## src/rtl/sram_port_arbiter.sv

```systemverilog
// Round-robin bridge from NCH sram-like request channels onto one synchronous SRAM port,
// with kseg0/kseg1 address folding and a fixed-latency response return path.
module sram_port_arbiter #(
    parameter int NCH    = 2,
    parameter int AW     = 32,
    parameter int DW     = 32,
    parameter int RD_LAT = 1,
    parameter int MAP_EN = 1
) (
    input  logic                  clk,
    input  logic                  reset,
    input  logic [NCH-1:0]        req_valid,
    output logic [NCH-1:0]        req_ready,
    input  logic [NCH*DW/8-1:0]   req_we,
    input  logic [NCH*AW-1:0]     req_addr,
    input  logic [NCH*DW-1:0]     req_wdata,
    output logic [NCH-1:0]        rsp_valid,
    output logic [DW-1:0]         rsp_rdata,
    output logic                  rsp_uncached,
    output logic                  sram_en,
    output logic [DW/8-1:0]       sram_wen,
    output logic [AW-1:0]         sram_addr,
    output logic [DW-1:0]         sram_wdata,
    input  logic [DW-1:0]         sram_rdata
);
    localparam int BW = DW / 8;
    localparam int CW = (NCH > 1) ? $clog2(NCH) : 1;

    logic [CW-1:0] rr;
    logic          grant_any;
    logic [CW-1:0] grant_id;
    int            scan_idx;
    logic [AW-1:0] virt_addr;
    logic [2:0]    seg;
    logic          is_kseg;
    logic          is_kseg1;
    logic [DW-1:0] rdata_delayed;

    logic [RD_LAT-1:0]         pipe_valid;
    logic [RD_LAT-1:0]         pipe_write;
    logic [RD_LAT-1:0]         pipe_unc;
    logic [RD_LAT-1:0][CW-1:0] pipe_id;

    // Grants are suppressed while reset is held so every output reads zero during reset.
    always_comb begin
        grant_any = 1'b0;
        grant_id  = '0;
        scan_idx  = 0;
        if (!reset) begin
            for (int k = 0; k < NCH; k++) begin
                scan_idx = (int'(rr) + k) % NCH;
                if (!grant_any && req_valid[scan_idx]) begin
                    grant_any = 1'b1;
                    grant_id  = CW'(scan_idx);
                end
            end
        end
    end

    always_comb begin
        req_ready = '0;
        if (grant_any) begin
            req_ready[grant_id] = 1'b1;
        end
    end

    always_comb begin
        sram_en    = grant_any;
        sram_wen   = '0;
        sram_wdata = '0;
        virt_addr  = '0;
        if (grant_any) begin
            sram_wen   = req_we[int'(grant_id)*BW +: BW];
            sram_wdata = req_wdata[int'(grant_id)*DW +: DW];
            virt_addr  = req_addr[int'(grant_id)*AW +: AW];
        end
    end

    // kseg0 and kseg1 both fold onto the low 512 MB of physical space.
    assign seg       = virt_addr[AW-1 -: 3];
    assign is_kseg   = (seg == 3'b100) || (seg == 3'b101);
    assign is_kseg1  = (seg == 3'b101);
    assign sram_addr = ((MAP_EN != 0) && is_kseg) ? {3'b000, virt_addr[AW-4:0]} : virt_addr;

    always_ff @(posedge clk or posedge reset) begin
        if (reset) begin
            rr <= '0;
        end else if (grant_any) begin
            rr <= (int'(grant_id) == NCH - 1) ? '0 : grant_id + 1'b1;
        end
    end

    always_ff @(posedge clk or posedge reset) begin
        if (reset) begin
            pipe_valid <= '0;
            pipe_write <= '0;
            pipe_unc   <= '0;
            pipe_id    <= '0;
        end else begin
            pipe_valid[0] <= grant_any;
            pipe_write[0] <= |sram_wen;
            pipe_unc[0]   <= grant_any && is_kseg1;
            pipe_id[0]    <= grant_id;
            for (int i = 1; i < RD_LAT; i++) begin
                pipe_valid[i] <= pipe_valid[i-1];
                pipe_write[i] <= pipe_write[i-1];
                pipe_unc[i]   <= pipe_unc[i-1];
                pipe_id[i]    <= pipe_id[i-1];
            end
        end
    end

    // The SRAM already contributes one cycle, so only RD_LAT-1 extra stages are needed.
    if (RD_LAT == 1) begin : g_rdata_pass
        assign rdata_delayed = sram_rdata;
    end else begin : g_rdata_delay
        logic [RD_LAT-2:0][DW-1:0] rdata_pipe;
        always_ff @(posedge clk or posedge reset) begin
            if (reset) begin
                rdata_pipe <= '0;
            end else begin
                rdata_pipe[0] <= sram_rdata;
                for (int i = 1; i < RD_LAT - 1; i++) begin
                    rdata_pipe[i] <= rdata_pipe[i-1];
                end
            end
        end
        assign rdata_delayed = rdata_pipe[RD_LAT-2];
    end

    always_comb begin
        rsp_valid    = '0;
        rsp_rdata    = '0;
        rsp_uncached = 1'b0;
        if (pipe_valid[RD_LAT-1]) begin
            rsp_valid[pipe_id[RD_LAT-1]] = 1'b1;
            rsp_uncached                 = pipe_unc[RD_LAT-1];
            if (!pipe_write[RD_LAT-1]) begin
                rsp_rdata = rdata_delayed;
            end
        end
    end
endmodule

```

## config.mk

```make
export PLATFORM = sky130hd
export DESIGN_NAME = sram_port_arbiter
export DESIGN_NICKNAME = d
export VERILOG_FILES = /design/src/rtl/sram_port_arbiter.sv
export SDC_FILE = /design/constraint.sdc
export NUM_CORES = 1
export LEC_CHECK = 0
export BUFFER_PORTS_ARGS = -buffer_cell sky130_fd_sc_hd__buf_4
export CAP_MARGIN = 10
export CORE_AREA = 5 5 106 108
export DETAILED_ROUTE_END_ITERATION = 6
export DIE_AREA = 0 0 111 113
export REMOVE_ABC_BUFFERS = 1
export SYNTH_ARGS = -nofsm -noshare
export SYNTH_HDL_FRONTEND = slang
export SYNTH_SLANG_ARGS = --single-unit
```

## constraint.sdc

```tcl
create_clock -name clk -period 2.5 [get_ports clk]
set_clock_uncertainty 0.05 [all_clocks]
set_input_delay 0.375 -clock clk [delete_from_list [all_inputs] [get_ports clk]]
set_output_delay 0.375 -clock clk [all_outputs]
set_load 0.005 [all_outputs]
```

==> reports/results.tsv, run 1 <==
metric	value	unit
synth_edf_count	0	
synth.cell_area	1160	um2
start_util	0.115	
tightestPinTransition	0.487	ns
drtIter0Drc	94	
reg2regPathDepth	5	
root_buffer_selected_by_cts	sky130_fd_sc_hd__clkbuf_8	
ioPinCount	278	
regToRegEndpoint	pipe_unc	
worst_setup_path_end_kind	output pin	
worst_setup_path_endpoint	sram_addr[29]	
dpl.hpwl	7680	um
cts_hold_buf	0	
post_synth_top_flop	sky130_fd_sc_hd__dfrtp_1	
cts_tree	built	
synthTopCellsByCount	sky130_fd_sc_hd__a22o_1, sky130_fd_sc_hd__and2_1, sky130_fd_sc_hd__buf_2, sky130_fd_sc_hd__nor2_1, sky130_fd_sc_hd__a32oi_1	
path_clk_slew	0.04	ns
maxCapViolations	0	
seqCellArea	125	um2
wirelength	8700	um
antenna_violating_nets_post_route	0	
reg2reg_slack	0.62	ns
post_cts_buffers	0	
netlist.area_leader.share	0.459	
cp.arrival	1.80	ns
drc	0	
path_cells	a21boi_2 -> and2_2 -> buf_12 -> a22oi_1 -> o21a_1 -> buf_4	
fmax	0.449	GHz
drive_above_1_share	0.696	
status	complete, no violations	
final_net_count	588	
antenna_cells	0	
required_time_of_the_critical_path	2.08	ns
grt_antenna_before_repair	0	
cell_count_after_synthesis	149	
crit_path_start	rr	
netlist.top_cell.by_area	sky130_fd_sc_hd__a22o_1	
slew_headroom	0.673	
ys_ff_latch	5	
multiInputGateArea	933	um2
power.leakage	1.89	nW
viasPerCell	4.17	
worst-path-stages	6	
synth_cell_type_count	21	
floorplan.die_area	12500	um2
post_drt_wl_per_cell	15.8	um
rsz_0062_raised_after_global_routing	false	
whs	0.0910	ns
critical-path-top-delay-family	compound AO/OA/AOI/OAI gates	
worstPathMaxFanout	44	
timing.critical_path.buf_inv	2	
yosysMostFrequentCell	sky130_fd_sc_hd__a22o_1	
vdd_ir_drop_max	124	uV
postLayoutCoreUtil	0.337	
post_synth_main_area_contributors	sky130_fd_sc_hd__a22o_1, sky130_fd_sc_hd__and2_1, sky130_fd_sc_hd__dfrtp_1	
port-buffer-count	277	
fp-row-count	37	
startpoint_type_of_the_worst_setup_path	flop	
synth_warnings	0	
setup_viol	0	
insertion_delay	0.22	ns
track_usage	0.122	
finalWorstPathRequiredPeriod	2.23	ns
tritoncts.num_buffers	3	
cell_type_of_the_slowest_stage_on_the_worst_timing_path	sky130_fd_sc_hd__dfrtp_1	
cts.htree.levels	1	
fillCellCount	1075	
power_density	245	nW/um2
gp_routability_congestion	0.873	
die_height	113	um
layout-area-overhead-vs-synth	194	%
number_of_hold_slack_violations_in_the_final_timing_report	0	
grt_pass1_vias	2423	
ctsLongestPathBuffers	2	
largest_net_degree_at_the_start_of_global_routing	45	
critical-path-max-stage-delay	0.40	ns
avgSynthCellArea	7.81	um2
die_w	111	um
postSynth.asyncResetShare	1.00	
min-delay-path-class	in -> async	
setup.worst_path.class	reg -> out	
crit-reg2reg-launch	rr	
final-max-slew-violation-count	0	
floorplan.core_area	10100	um2
global_route_wire_length_before_repair	12700	um
route.vias.total	2297	
layout_worst_path_cycle_share	0.891	
clock-sinks	5	
overflow	0	
first_pass_iters	4	
ys_seq_area_frac	0.108	
cts.repair.resized	0	
## layer usage
layer	share of wire	up-vias	track usage
met5	0	-	0
met4	0.00023	0	0.0140
met3	0.12	2	0.0390
met2	0.53	170	0.235
met1	0.36	1014	0.134
li1	-	1111	-
## cell usage in the layout, fill, tap and decap left out, drive strengths merged
| cell | Yosys | final |
|---|---|---|
| inv | 1 | 1 |
| and2 | 35 | 35 |
| nand2b | 2 | 2 |
| nor4 | 1 | 1 |
| a22oi | 1 | 1 |
| dfrtp | 5 | 5 |
| clkbuf | 4 | 4 |
| and3 | 2 | 2 |
| o21ai | 1 | 1 |
| nor2b | 2 | 2 |
| buf | 16 | 282 |
| nor3 | 1 | 1 |
| nor2 | 8 | 8 |
| or4 | 1 | 1 |
| a22o | 61 | 61 |
| a21boi | 1 | 1 |
| o21a | 1 | 1 |
| a32oi | 6 | 6 |
## sequential cells by signal (all words and copies together) (netlist names)
signal	cells
pipe_id	1
pipe_unc	1
rr	1
pipe_write	1
pipe_valid	1
## worst register-to-register path: stages (launching register included)
cell	delay [ns]
sky130_fd_sc_hd__dfrtp_1	0.40
sky130_fd_sc_hd__a21boi_2	0.28
sky130_fd_sc_hd__and2_2	0.24
sky130_fd_sc_hd__buf_12	0.21
sky130_fd_sc_hd__a22oi_1	0.15
sky130_fd_sc_hd__nor4_1	0.39
## logic make-up after synthesis
kind of cell           share of synthesized area
AND/OR/NAND/NOR                            0.269
buffers and inverters                     0.0925
flip-flops                                 0.108
AO/OA/AOI/OAI                              0.531
## how the worst min path moves through the flow
| stage | startpoint | cells past startpoint | endpoint | slack (ns) |
|---|---|---|---|---|
| after floorplan | reset | 1 | pipe_id | 0.12 |
| after global routing | reset | 2 | rr | 0.12 |
| after global placement | reset | 2 | rr | 0.31 |
| after detailed placement | reset | 2 | rr | 0.32 |
| after CTS | reset | 2 | pipe_unc | 0.09 |
| final | reset | 2 | rr | 0.09 |
## final cells by class
type / count / area share
clock buffers: 4 / 0.0132
flip-flops and latches: 5 / 0.0366
repair buffers: 282 / 0.626
well taps: 136 / 0.0498
multi-input cells: 123 / 0.273
inverters: 1 / 0.00110
## stage by stage
stage / cell area, um2 / total power [mW] / setup slack [ns] / setup TNS [ns] / cells
after floorplan: 1060 / 0.263 / -0.320 / -3.89 / 129
after global placement: 3370 / 0.693 / 0.396 / 0 / 547
after detailed placement: 3370 / 0.697 / 0.372 / 0 / 547
after CTS: 3420 / 0.852 / 0.258 / 0 / 551
after global routing: 3420 / 0.897 / 0.123 / 0 / 551
final: 3420 / 0.839 / 0.272 / 0 / 551
## where the power goes
part | switching [mW] | total [mW] | internal, mW
clock network | 0.0411 | 0.151 | 0.110
logic | 0.206 | 0.596 | 0.390
registers | 0.00437 | 0.0927 | 0.0883
Power figures use the tool's default switching activity.
==> inputs of run 2 (changes only) <==
--- a/config.mk
+++ b/config.mk
@@ -10,7 +10,9 @@
 export CORE_AREA = 5 5 106 108
 export DETAILED_ROUTE_END_ITERATION = 6
 export DIE_AREA = 0 0 111 113
+export MAX_ROUTING_LAYER = met4
 export REMOVE_ABC_BUFFERS = 1
+export SETUP_SLACK_MARGIN = 0.3
 export SYNTH_ARGS = -nofsm -noshare
 export SYNTH_HDL_FRONTEND = slang
 export SYNTH_SLANG_ARGS = --single-unit
==> run 2 against run 1 <==
  * Sequential share of layout area about the same
  * Critical endpoint is now sram_addr[13]
  * Combinational power up 0.8%
  * Global-route usage up 0.34 points
  * Cell count up 0.18%
  * Fmax up 6.6%
  * Largest cell class unchanged
  * Highest routed layer is now met3
  * Largest power group unchanged
  * Setup slack better by 0.14 ns
  * Critical path depth down 1
  * Flip-flop and latch count unchanged
  * Power up 0.69%
==> reports/results.tsv, run 2 (synthesis results as in run 1) <==
metric	value	unit	change
drc	0		unchanged
setup_viol	0		unchanged
viasPerCell	4.16		-0.22%
tritoncts.num_buffers	3		unchanged
vdd_ir_drop_max	123	uV	-0.36%
ctsLongestPathBuffers	2		unchanged
layout_worst_path_cycle_share	0.836		-0.0552
worstPathMaxFanout	43		-2.3%
detailed_place.area	3370	um2	unchanged
fp-row-count	37		unchanged
report.power.total	0.845	mW	+0.69%
cts_tree	built		
post_drt_wl_per_cell	15.8	um	+0.27%
min-delay-path-class	in -> async		
clock-sinks	5		unchanged
die_height	113	um	unchanged
overflow	0		unchanged
slew_headroom	0.654		-0.0185
start_util	0.115		unchanged
drtIter0Drc	100		+6.4%
layout-area-overhead-vs-synth	196	%	
route.vias.total	2296		-0.044%
finalWorstPathRequiredPeriod	2.09	ns	-0.138 ns
track_usage	0.125		+0.00336
path_clk_slew	0.04	ns	about the same
cts.htree.levels	1		unchanged
tightestPinTransition	0.514	ns	+0.0275 ns
cts_hold_buf	0		unchanged
final-max-slew-violation-count	0		unchanged
power.leakage	1.89	nW	+0.27%
startpoint_type_of_the_worst_setup_path	flop		
grt_antenna_before_repair	0		unchanged
finalNonFillerCells	552		+0.18%
ioPinCount	278		unchanged
wirelength	8740	um	+0.45%
floorplan.die_area	12500	um2	unchanged
setup.worst_path.class	reg -> out		
root_buffer_selected_by_cts	sky130_fd_sc_hd__clkbuf_8		
multiInputGateArea	946	um2	+1.3%
gp_routability_congestion	0.887		+1.6%
layout.cells.most_common_list	sky130_fd_sc_hd__buf_4, sky130_fd_sc_hd__a22o_1, sky130_fd_sc_hd__and2_1, sky130_fd_sc_hd__nor2_1, sky130_fd_sc_hd__a32oi_1		
dpl.hpwl	7680	um	unchanged
fillCellCount	1073		-0.19%
drive_above_1_share	0.702		+0.00554
floorplan.core_area	10100	um2	unchanged
cp.arrival	1.67	ns	-0.13 ns
largest_net_degree_at_the_start_of_global_routing	45		unchanged
rsz_0062_raised_after_global_routing	false		
stdcell_area	3440	um2	+0.70%
port-buffer-count	277		unchanged
antenna_violating_nets_post_route	0		unchanged
seqCellArea	125	um2	unchanged
insertion_delay	0.22	ns	about the same
global_route_wire_length_before_repair	12700	um	-0.16%
first_pass_iters	4		unchanged
number_of_hold_slack_violations_in_the_final_timing_report	0		unchanged
dp_cells	547		unchanged
power_density	245	nW/um2	about the same
antenna_cells	0		unchanged
layout_commonest_cell	sky130_fd_sc_hd__buf_4		
worst_setup_path_end_kind	output pin		
final_net_count	589		+0.17%
fmax	0.478	GHz	+6.6%
status	complete, no violations		
die_w	111	um	unchanged
whs	0.0675	ns	-0.0236 ns
maxCapViolations	0		unchanged
required_time_of_the_critical_path	2.08	ns	about the same
grt_pass1_vias	2423		unchanged
## run 2: changes by cell type in the layout (fill, tap and decap cells not counted), sizes merged
| cell | change |
|---|---|
| clkinvlp | +1 |
| buf | +1 |
| inv | -1 |
## run 2: layout make-up
type,count,share of cell area
clock buffers,4,0.0131
inverters,1,0.00218
multi-input cells,123,0.275
flip-flops and latches,5,0.0363
well taps,136,0.0494
repair buffers,283,0.624
## run 2: metrics by stage
step | TNS, ns | setup WS [ns] | utilization
floorplan | -3.89 | -0.320 | -
global placement | 0 | 0.396 | 0.333
detailed placement | 0 | 0.372 | 0.333
CTS | 0 | 0.319 | 0.338
global route | 0 | 0.325 | 0.340
finish | 0 | 0.410 | 0.340
## run 2: metal layers
| layer | track usage | vias up | routed length (um) |
|---|---|---|---|
| met5 | - | - | 0 |
| met4 | 0.0140 | 0 | 0 |
| met3 | 0.0342 | 0 | 988 |
| met2 | 0.235 | 172 | 4620 |
| met1 | 0.136 | 1011 | 3130 |
| li1 | - | 1113 | - |
## run 2: power breakdown
part | internal, mW | switching [mW] | leakage (nW)
clock | 0.110 | 0.0411 | 0.0228
sequential | 0.0883 | 0.00532 | 0.0631
combinational | 0.393 | 0.207 | 1.81
## run 2: worst max-delay path: stages, from the launching register on
cell                       delay (ns)
sky130_fd_sc_hd__dfrtp_1         0.42
sky130_fd_sc_hd__nand2b_4        0.19
sky130_fd_sc_hd__and3_2          0.27
sky130_fd_sc_hd__buf_12          0.19
sky130_fd_sc_hd__a22o_1          0.22
sky130_fd_sc_hd__buf_4           0.14
## run 2: repair_timing
item | in CTS | in global routing
setup endpoints to repair | 2 | 2
gates cloned | 0 | 0
gates resized for setup | 1 | 2
buffers inserted | 0 | 1
pin swaps | 0 | 1
## run 2: final timing paths
kind                        from             to  slack, ns  cells past startpoint
min                        reset     pipe_write       0.07                      2
min in group clk           reset     pipe_valid       0.41                      2
max                           rr  sram_addr[13]       0.41                      5
max in group asynchronous  reset        pipe_id       2.20                      2
min reg2reg                   rr             rr       0.57                      2
max reg2reg                   rr       pipe_unc       0.77                      5
==> inputs of run 3 (changes only) <==
==> constraint.sdc (replaced) <==
create_clock -name clk -period 1.8 [get_ports clk]
set_clock_uncertainty 0.05 [all_clocks]
set_input_delay 0.27 -clock clk [delete_from_list [all_inputs] [get_ports clk]]
set_output_delay 0.27 -clock clk [all_outputs]
set_load 0.005 [all_outputs]
==> run 3 against run 2 <==
  * The run now ends with negative setup slack left
  * Flip-flop and latch count unchanged
  * Clock power up 33%
  * Sequential share of layout area down 0.42 points
  * Via count up 7.4%
  * Die area unchanged
  * First-iteration DRC count up 48%
  * Power up 59%
  * Setup slack worse by 0.49 ns
  * Cell count up 2.4%
  * Sequential power up 40%
  * Count of clock-buffer cells in the layout unchanged
  * Hold slack worse by 0.032 ns
==> reports/results.tsv, run 3 (synthesis results as in run 1) <==
metric	value	unit	change
status	finished, violations left		
violations	negative setup slack		
timing.critical_path.buf_inv	2		unchanged
insertion_delay	0.22	ns	about the same
tightestPinTransition	0.372	ns	-0.142 ns
cts.htree.levels	1		unchanged
final-max-slew-violation-count	0		unchanged
min-delay-path-class	in -> async		
power_density	345	nW/um2	+41%
detailed_place.area	3390	um2	+0.44%
antenna_cells	0		unchanged
number_of_hold_slack_violations_in_the_final_timing_report	0		unchanged
drtIter0Drc	148		+48%
floorplan.die_area	12500	um2	unchanged
port-buffer-count	277		unchanged
pre_cts_slack	0.0456	ns	-0.326 ns
maxCapViolations	0		unchanged
setup_viol	64		+64
final_critical_path_setup_slack	-0.0770	ns	-0.487 ns
track_usage	0.151		+0.0256
wirelength	10500	um	+20%
tritoncts.num_buffers	3		unchanged
worstPathMaxFanout	7		-84%
worst_setup_path_end_kind	output pin		
final_net_count	602		+2.2%
dp_cells	549		+0.37%
ctsLongestPathBuffers	2		unchanged
cp.arrival	1.56	ns	-0.11 ns
gp_routability_congestion	0.897		+1.1%
stdcell_area	3890	um2	+13%
grt-busiest-layer	met2		
vdd_ir_drop_max	168	uV	+36%
post_drt_wl_per_cell	18.5	um	+17%
cell_type_of_the_slowest_stage_on_the_worst_timing_path	sky130_fd_sc_hd__dfrtp_1		
finalWorstPathRequiredPeriod	1.88	ns	
layout_commonest_cell	sky130_fd_sc_hd__buf_4		
critical-path-max-stage-delay	0.41	ns	about the same
grt.met3_usage	0.0299		-0.00428
path_cells	nand2b_4 -> buf_4 -> a32oi_2 -> nor2_2 -> o21a_1 -> buf_4		
slew_headroom	0.750		+0.0958
global_route_wire_length_before_repair	15000	um	+18%
grt_pass1_vias	2756		+14%
antenna_violating_nets_post_route	0		unchanged
die_w	111	um	unchanged
ioPinCount	278		unchanged
drc	0		unchanged
grt.met1_usage	0.173		+0.0367
largest_net_degree_at_the_start_of_global_routing	31		-31%
layout.cells.most_common_list	sky130_fd_sc_hd__buf_4, sky130_fd_sc_hd__a22o_1, sky130_fd_sc_hd__buf_6, sky130_fd_sc_hd__and2_4, sky130_fd_sc_hd__nor2_1		
first_pass_iters	4		unchanged
floorplan.core_area	10100	um2	unchanged
globalRouteMet2Util	0.273		+0.0372
clock-sinks	5		unchanged
startpoint_type_of_the_worst_setup_path	flop		
start_util	0.115		unchanged
finalNonFillerCells	565		+2.4%
postLayoutCoreUtil	0.383		+0.0438
path_clk_slew	0.03	ns	about the same
viasPerCell	4.37		+5.0%
die_height	113	um	unchanged
layout-area-overhead-vs-synth	234	%	
cts_tree	built		
root_buffer_selected_by_cts	sky130_fd_sc_hd__clkbuf_8		
fmax	0.533	GHz	
required_time_of_the_critical_path	1.48	ns	-0.60 ns
setup.worst_path.class	reg -> out		
drive_above_1_share	0.788		+0.0860
layout_worst_path_cycle_share	1.04		
critical-path-top-delay-family	compound AO/OA/AOI/OAI gates		
rsz_0062_raised_after_global_routing	true		
route.vias.total	2467		+7.4%
dpl.hpwl	7880	um	+2.6%
overflow	0		unchanged
grt_antenna_before_repair	0		unchanged
power.leakage	2.08	nW	+10%
fp-row-count	37		unchanged
cp_common_cell	sky130_fd_sc_hd__buf_4		
==> run 3: changes by cell type in the layout (fill, tap and decap cells not counted), sizes merged <==
cell / change
clkinvlp: -1
buf: +11
clkbuf: +2
inv: +1
==> run 3: path summary, 6_finish.rpt <==
| check | start | endpoint | slack [ns] | cells past startpoint |
|---|---|---|---|---|
| min in group clk | req_valid[0] | pipe_valid | 0.34 | 3 |
| min | reset | pipe_valid | 0.04 | 3 |
| min reg2reg | rr | rr | 0.56 | 2 |
| max reg2reg | rr | pipe_unc | 0.08 | 6 |
| max | rr | sram_addr[29] | -0.08 | 6 |
| max in group asynchronous | reset | pipe_id | 1.55 | 3 |
==> run 3: worst reg2reg max path, delay by kind of cell, from the launching register on <==
family                 cells  cell delay [ns]
and+or+nand+nor            3             0.59
AOI/OAI and AO/OA          1             0.24
buffers and inverters      2             0.29
DFF                        1             0.41
==> run 3: metal layers <==
metal	part of all wire	wire length, um	vias to the layer above
li1	-	-	1144
met1	0.38	3950	1120
met2	0.52	5460	189
met3	0.080	843	14
met4	0.021	221	0
met5	0	0	-
==> run 3: repair_timing <==
action | 4_1_cts | 5_1_grt
pin swaps | 35 | 6
resized for setup | 86 | 2
gates cloned | 6 | 2
setup buffers | 3 | 1
hold buffers | 0 | 0
endpoints found under the setup margin | 102 | 104
==> run 3: final cells by class <==
type,count,area (um2)
timing repair buffer,296,2510
sequential,5,125
multi-input combinational,123,1040
inverter,1,3.75
clock buffer,4,45.0
fill,1001,6250
tap,136,170
==> run 3: stage by stage <==
step / power [mW] / setup TNS (ns) / hold slack [ns]
floorplan: 0.365 / -42.55 / 0.0143
global placement: 0.965 / 0 / 0.230
detailed placement: 0.973 / 0 / 0.231
CTS: 1.33 / -2.72 / 0.0214
global route: 1.42 / -6.04 / 0.0610
finish: 1.34 / -2.65 / 0.0357
==> run 3: power breakdown <==
part	internal (mW)	total [mW]	switching, mW
logic	0.664	1.01	0.346
registers	0.123	0.131	0.00831
clock network	0.152	0.201	0.0496
total	0.938	1.34	0.404
